`config.mk`:
```
export PLATFORM = sky130hd
export DESIGN_NAME = pulse_sync_sched
export DESIGN_NICKNAME = d
export VERILOG_FILES = /design/src/rtl/pulse_sync_sched.sv
export SDC_FILE = /design/constraint.sdc
export NUM_CORES = 1
export LEC_CHECK = 0
export CORE_MARGIN = 1
export CORE_UTILIZATION = 58
export DETAILED_ROUTE_END_ITERATION = 8
export PLACE_DENSITY = 0.9
export SETUP_SLACK_MARGIN = 0.15
export SYNTH_ARGS = -nofsm -noshare
export SYNTH_HDL_FRONTEND = slang
export SYNTH_SLANG_ARGS = --single-unit
```
`constraint.sdc`:
```
create_clock -name src_clk -period 7.38 [get_ports src_clk]
set_input_delay 2.214 -clock src_clk [delete_from_list [all_inputs] [get_ports src_clk]]
set_output_delay 2.214 -clock src_clk [all_outputs]
set_load 0.02 [all_outputs]
```
`src/rtl/pulse_sync_sched.sv`:
```
// pulse_sync_sched: source-domain scheduler in front of a toggle-based
// fast-to-slow pulse synchronizer. Counts per-requester events, grants them
// round-robin and issues one s_pluse at a time, spaced GAP src_clk cycles apart.
// Optional build macro: PSCHED_PRIO0_EN gives requester 0 strict priority.
module pulse_sync_sched #(
  parameter int N_REQ = 4,
  parameter int GAP   = 6,
  parameter int CNT_W = 4,
  parameter int IDW   = 2
) (
  input  logic             src_clk,
  input  logic             src_rst,
  input  logic             en,
  input  logic [N_REQ-1:0] req,
  input  logic [N_REQ-1:0] ovf_clr,
  output logic             s_pluse,
  output logic [IDW-1:0]   s_id,
  output logic             pend_any,
  output logic [N_REQ-1:0] ovf
);

  // Gap counter only has to hold GAP-2; GAP=2 still needs one bit.
  localparam int GW = (GAP > 2) ? $clog2(GAP - 1) : 1;
  localparam logic [CNT_W-1:0] CNT_MAX = '1;

  typedef enum logic [1:0] {IDLE, FIRE, HOLD} state_t;

  state_t               state;
  state_t               state_nxt;
  logic [GW-1:0]        gap_cnt;
  logic [GW-1:0]        gap_nxt;
  logic [CNT_W-1:0]     cnt     [N_REQ];
  logic [CNT_W-1:0]     cnt_nxt [N_REQ];
  logic [N_REQ-1:0]     ovf_set;
  logic [N_REQ-1:0]     nz;
  logic                 any_pend;
  logic [IDW-1:0]       rr_ptr;
  logic [IDW-1:0]       win_id;
  logic                 rr_upd;
  logic                 grant;
  logic [N_REQ-1:0]     grant_vec;
  logic [2*N_REQ-1:0]   rot;
  int                   win_off;

  // Flag which requesters have work pending in the registered counters.
  always_comb begin
    for (int i = 0; i < N_REQ; i++) begin
      nz[i] = (cnt[i] != '0);
    end
    any_pend = |nz;
  end

  // Round-robin pick: rotate the pending vector so bit 0 is the slot after rr_ptr.
  always_comb begin
    rot     = {nz, nz} >> (int'(rr_ptr) + 1);
    win_off = 0;
    for (int k = N_REQ - 1; k >= 0; k--) begin
      if (rot[k]) begin
        win_off = k;
      end
    end
    win_id = IDW'((int'(rr_ptr) + 1 + win_off) % N_REQ);
    rr_upd = 1'b1;
`ifdef PSCHED_PRIO0_EN
    if (nz[0]) begin
      win_id = '0;
      rr_upd = 1'b0;
    end
`endif
  end

  // Scheduler FSM: a grant happens on every edge that enters FIRE.
  always_comb begin
    state_nxt = state;
    gap_nxt   = gap_cnt;
    grant     = 1'b0;
    case (state)
      IDLE: begin
        if (en && any_pend) begin
          state_nxt = FIRE;
          grant     = 1'b1;
        end
      end
      FIRE: begin
        state_nxt = HOLD;
        gap_nxt   = GW'(GAP - 2);
      end
      HOLD: begin
        if (gap_cnt == '0) begin
          if (en && any_pend) begin
            state_nxt = FIRE;
            grant     = 1'b1;
          end else begin
            state_nxt = IDLE;
          end
        end else begin
          gap_nxt = gap_cnt - 1'b1;
        end
      end
      default: state_nxt = IDLE;
    endcase
  end

  // One-hot view of the grant for the counter update.
  always_comb begin
    for (int i = 0; i < N_REQ; i++) begin
      grant_vec[i] = grant && (win_id == IDW'(i));
    end
  end

  // Per-requester counters: new event and grant in the same edge cancel out.
  always_comb begin
    for (int i = 0; i < N_REQ; i++) begin
      cnt_nxt[i] = cnt[i];
      ovf_set[i] = 1'b0;
      if (req[i] && !grant_vec[i]) begin
        if (cnt[i] == CNT_MAX) begin
          ovf_set[i] = 1'b1;
        end else begin
          cnt_nxt[i] = cnt[i] + 1'b1;
        end
      end else if (!req[i] && grant_vec[i]) begin
        cnt_nxt[i] = cnt[i] - 1'b1;
      end
    end
  end

  // State, counters, sticky overflow and the held index; pend_any lags the counters by one cycle.
  always_ff @(posedge src_clk or posedge src_rst) begin
    if (src_rst) begin
      state    <= IDLE;
      gap_cnt  <= '0;
      rr_ptr   <= IDW'(N_REQ - 1);
      s_id     <= '0;
      pend_any <= 1'b0;
      ovf      <= '0;
      for (int i = 0; i < N_REQ; i++) begin
        cnt[i] <= '0;
      end
    end else begin
      state    <= state_nxt;
      gap_cnt  <= gap_nxt;
      pend_any <= any_pend;
      ovf      <= (ovf & ~ovf_clr) | ovf_set;
      for (int i = 0; i < N_REQ; i++) begin
        cnt[i] <= cnt_nxt[i];
      end
      if (grant) begin
        s_id <= win_id;
        if (rr_upd) begin
          rr_ptr <= win_id;
        end
      end
    end
  end

  assign s_pluse = (state == FIRE);

endmodule

```
== Word-level counts from Yosys, hierarchy flattened ==
Index checks and enable logic that the tools add are counted.
Word-level totals
  memories kept: 0
  bits in registers: 30
  bits in read-only memories: 0
  latch bits: 0
  memory bits (writable): 0
Operators by class
  $mul: 0
  multiplexer cells: 33
  shifts and indexed selects: 1
  $lt $le $gt $ge: 0
  bitwise operators: 3
  reductions and logical operators: 40
  divide/modulo/power cells: 0
  $add $sub $neg: 11
  eq/ne operators: 16
Operators with widths (number)
  2-to-1 mux 4 bit: 12
  adder 4 x 1 -> 4 bit, second input constant: 4
  equality test 4 bit, second input constant: 4
  nonzero test 4 bit: 4
  subtractor 4 x 1 -> 4 bit, second input constant: 4
  != test 2 bit, second input constant: 7
  logical AND 1 bit: 13
  2-to-1 mux 2 bit: 6
  AND reduction 2 bit: 6
  2-to-1 mux 1 bit: 11
  nonzero test 2 bit: 5
  logical NOT 1 bit: 8
  right shift 8 x 3 -> 4 bit: 1
  equality test 2 bit, second input constant: 3
  one-hot mux 2 bit (3 select lines): 1
  one-hot mux 3 bit (2 select lines): 1
  bitwise AND 4 bit: 1
  equality test 2 x 1 -> 1 bit, second input constant: 2
  logical NOT 2 bit: 2
  NOT 4 bit: 1
  OR 4 bit: 1
  OR reduction 4 bit: 1
  adder 2 x 1 -> 3 bit, second input constant: 1
  logical NOT 3 bit: 1
  other kinds (4): 4

== Logic depth before layout (Yosys ltp) ==
  depth in word-level cells: 13
  depth in mapped cells: 19

== Worst setup path after synthesis ==
No wires, ideal clock.
  path kind: in2reg
  start point: in en
  end point: reg cnt[9] (netlist name)
  setup slack: 3286 ps
  stages on the path: 7
  setup time: 125 ps
  arrival: 3969 ps
  required time: 7255 ps
  path buffers: 0
  cells stage by stage: nand4_1 -> and4b_1 -> nor3b_1 -> inv_1 -> fa_1 -> mux2_1 -> mux2_2
RTL lines
  start: declaration: RTL line 13  | input logic en,
  end signal: indexed assignment: RTL line 146  | cnt[i] <= cnt_nxt[i];
  end: declaration: RTL line 32  | logic [CNT_W-1:0] cnt [N_REQ];

== Final worst setup path ==
  start point: reg cnt[0] (netlist name)
  end point: reg cnt[7] (netlist name)
On the way
  cells in the longest elaborated chain, start to end: 13
  elaborated cells on any way between the ends: 21
  classes of those cells: add/sub (1); eq/ne (2); shift (1); mux (8); reduce/logical (9)
Ends and longest elaborated chain
  nonzero test 4 bit *: RTL line 48  | nz[i] = (cnt[i] != '0);
  right shift 8 x 3 -> 4 bit: RTL line 55  | rot = {nz, nz} >> (int'(rr_ptr) + 1);
  2-to-1 mux 2 bit (4 in series): RTL line 58  | if (rot[k]) begin
  adder 2 bit: RTL line 62  | win_id = IDW'((int'(rr_ptr) + 1 + win_off) % N_REQ);
  equality test 2 bit: RTL line 107  | grant_vec[i] = grant && (win_id == IDW'(i));
  logical AND 1 bit *: RTL line 107
  logical NOT 1 bit: RTL line 116  | if (req[i] && !grant_vec[i]) begin
  logical AND 1 bit: RTL line 116
  != test 2 bit (no line) or nonzero test 2 bit (tied branches)
  AND reduction 2 bit (no line)
Mark *: on every way between the ends. The rest lies on a longest branch, timed or not.
A chain may end at the register's enable or synchronous reset.

==> reports/qor.csv <==
metric;value;unit
status;complete, no violations;
die area;4110;um^2
CTS Sinks;30;
PD cells;467;nW/um^2
post-route minimum period;4.70;ns
CTS tree;built;
Placed Cells;287;
GR Overflow Total;0;
first-pass GRT wire length;7560;um
Setup CP Type;reg -> reg;
dpl ws;2.57;ns
Mapped Nets;255;
top post-synthesis cells by count;28 x dfrtp_1, 17 x inv_1, 14 x nand2_1;
largest area contributor in the netlist;dfrtp_1;
Avg Cell Area, Syn;9.78;um^2
Setup Fix Bufs, Post-CTS;0;
Max clock buf depth;2;
via/cell ratio;6.17;
Buffers on Ports;18;
insertion delay to the later sink of the worst-skew pair;0.28;ns
Num CTS Buffers;5;
Hold Path Class;reg -> reg;
Util after Layout;68.8;%
Setup Skew;0.00502;ns
measured slew at the worst slew-check pin;0.607;ns
synthesized area;2240;um^2
setup slack after layout;2.68;ns
Synth Flop Type;dfrtp_1;
WP data required;7.58;ns
n_diodes;0;
routed len/inst;14.6;um
top cell type's share of synthesized area;31.3;%
pin count of the biggest net entering global routing;31;
Routed Antenna Nets;0;
Post-synth EDFFs;0;
CP Data Arrival Time;4.90;ns
vias in the first global route;1710;
area grow syn2layout;13.3;%
CP max stage delay;0.70;ns
Clock Tree Root;clkbuf_8;
DR WL met3;169;um
Max transition margin;59.2;%
WL final;4300;um
fin crit share;63.7;%
initial antenna violation count;0;
setup TNS;0;ns
Synth Instances;229;
first-iteration detailed-routing DRC count;96;
via count;1820;
crit-path max FO;10;
Cell variety after synth;58;
# setup viols final;0;
CP max-delay cell;or4_1;
top post-synthesis cells by area;dfrtp_1 31%, ha_1 6.1%, fa_1 3.6%, mux2i_1 3.1%, xnor2_1 3.1%;
highest metal used;met4;
share of layout cells above drive strength 1;12.1;%
routed length on met2;2090;um
First-pass DRT Iterations;4;
final-report hold violation count;0;
FFs w/ async S/R, synth;100;%
Yosys reg bits;30;
fin. max-slew vios;0;
dpl hpwl;3170;um
CP Capture Type;flop;
wl on met1;2020;um
Synth Warn #;0;
total track usage;23.2;%
Core Area;3690;um^2
top-count cell post-synth;dfrtp_1;
Critical Path Source Type;flop;
CTS resizes;0;
Max-Cap Viols;0;
FP Rows;22;
Placer Congestion;0.833;
maximum vdd drop;276;uV
die width;64.1;um
CTS H-Tree Depth;2;
cts hold-fix bufs;0;
fmax;213;MHz
unrepaired setup endpoints after global routing;false;
fin nets;272;
CTS clk-pin slew, worst paths;0.07;ns
leakage power total;0.00106;uW
Initial Util;60.7;%
CP Cell Sequence;or4_1, o311a_1, o21ai_0, ha_1, xnor2_1, xnor2_1, a21o_1, nand2_2, o21ai_0, ha_1, a21o_2, a21oi_1, nor2b_1, a22oi_1, o22ai_1;
sequential element share of the synthesized area;33.6;%
# DRC;0;
non-filler cells, final;295;
Die Y;64.1;um
io pins;19;
routing by layer:
metal	up-vias	track usage, %
met5	-	0
met4	0	4.17
met3	2	4.46
met2	35	38.7
met1	884	31.7
li1	899	-
critical path, delay by kind of cell, from the launching register on:
| kind | cells | cell delay (ns) |
|---|---|---|
| DFF | 1 | 0.47 |
| xor gates and xnor gates | 2 | 0.39 |
| adders and majority gates | 2 | 0.54 |
| and+or+nand+nor | 3 | 1.09 |
| AOI/OAI and AO/OA | 8 | 2.15 |
report_power, final:
group	switching (uW)	internal, uW
logic	339	307
registers	129	247
clock network	63.2	99.2
cell type report:
cell class              count  area [um^2]
fillers                   284         1150
clock inverters             3         40.0
repair buffers             19          188
flip-flops and latches     30          753
clock buffers               5         68.8
multi-input cells         172         1360
well taps                  48         60.1
inverters                  18         67.6
kinds of logic (layout without fill, tap and decap cells):
group / count (synthesis) / after routing / share of synthesized area (%)
XOR/XNOR: 10 / 10 / 3.91
adder cells (fa/ha/maj): 15 / 15 / 9.72
buffers and inverters: 27 / 45 / 5.64
flip-flops: 30 / 30 / 33.6
AO/OA/AOI/OAI: 67 / 67 / 22.1
AND/OR/NAND/NOR: 68 / 68 / 19.4
multiplexers: 12 / 12 / 5.64
placed cells by master (no fill, tap or decap), types with 3 or more instances in the layout:
cell type         n
a211oi_1          7
a21o_1            8
a21oi_1           8
a22o_1            4
a22oi_1           5
a31oi_1           4
clkbuf_8          5
clkdlybuf4s50_1  18
dfrtp_1          28
fa_1              4
ha_1             11
inv_1            17
mux2_2            3
mux2i_1           7
nand2_1          14
nand3_1           5
nand4_1           8
nor2_1           12
nor2b_1           3
nor3_1            4
o21ai_0           5
o22ai_1           5
o311a_1           3
xnor2_1           8
through the flow:
| step | hold WS, ns | area (um^2) | total power (uW) |
|---|---|---|---|
| final | 0.499 | 2540 | 1190 |
| after global routing | 0.528 | 2540 | 1290 |
| after CTS | 0.494 | 2540 | 1190 |
| after detailed placement | 0.472 | 2430 | 1020 |
| after global placement | 0.467 | 2430 | 985 |
| after floorplan | 0.441 | 2240 | 871 |
path summary, 6_finish.rpt:
kind	start	endpoint	slack, ns	cells after the start
worst max-delay path	cnt[0]	cnt[7]	2.68	15
worst min-delay path	gap_cnt[2]	gap_cnt[2]	0.50	2
worst max register to register	cnt[0]	cnt[7]	2.68	15
worst min register to register	gap_cnt[2]	gap_cnt[2]	0.50	2
max in group asynchronous	src_rst	rr_ptr[1]	4.75	3
min in group asynchronous	src_rst	gap_cnt[1]	2.31	3
flip-flops by register name, indices dropped and copies added (netlist names):
signal and cells:
cnt 16, state 2, s_id 2, gap_cnt 3, ovf 4, rr_ptr 2
pend_any 1
Note: power is estimated with default switching activity, not from simulation.
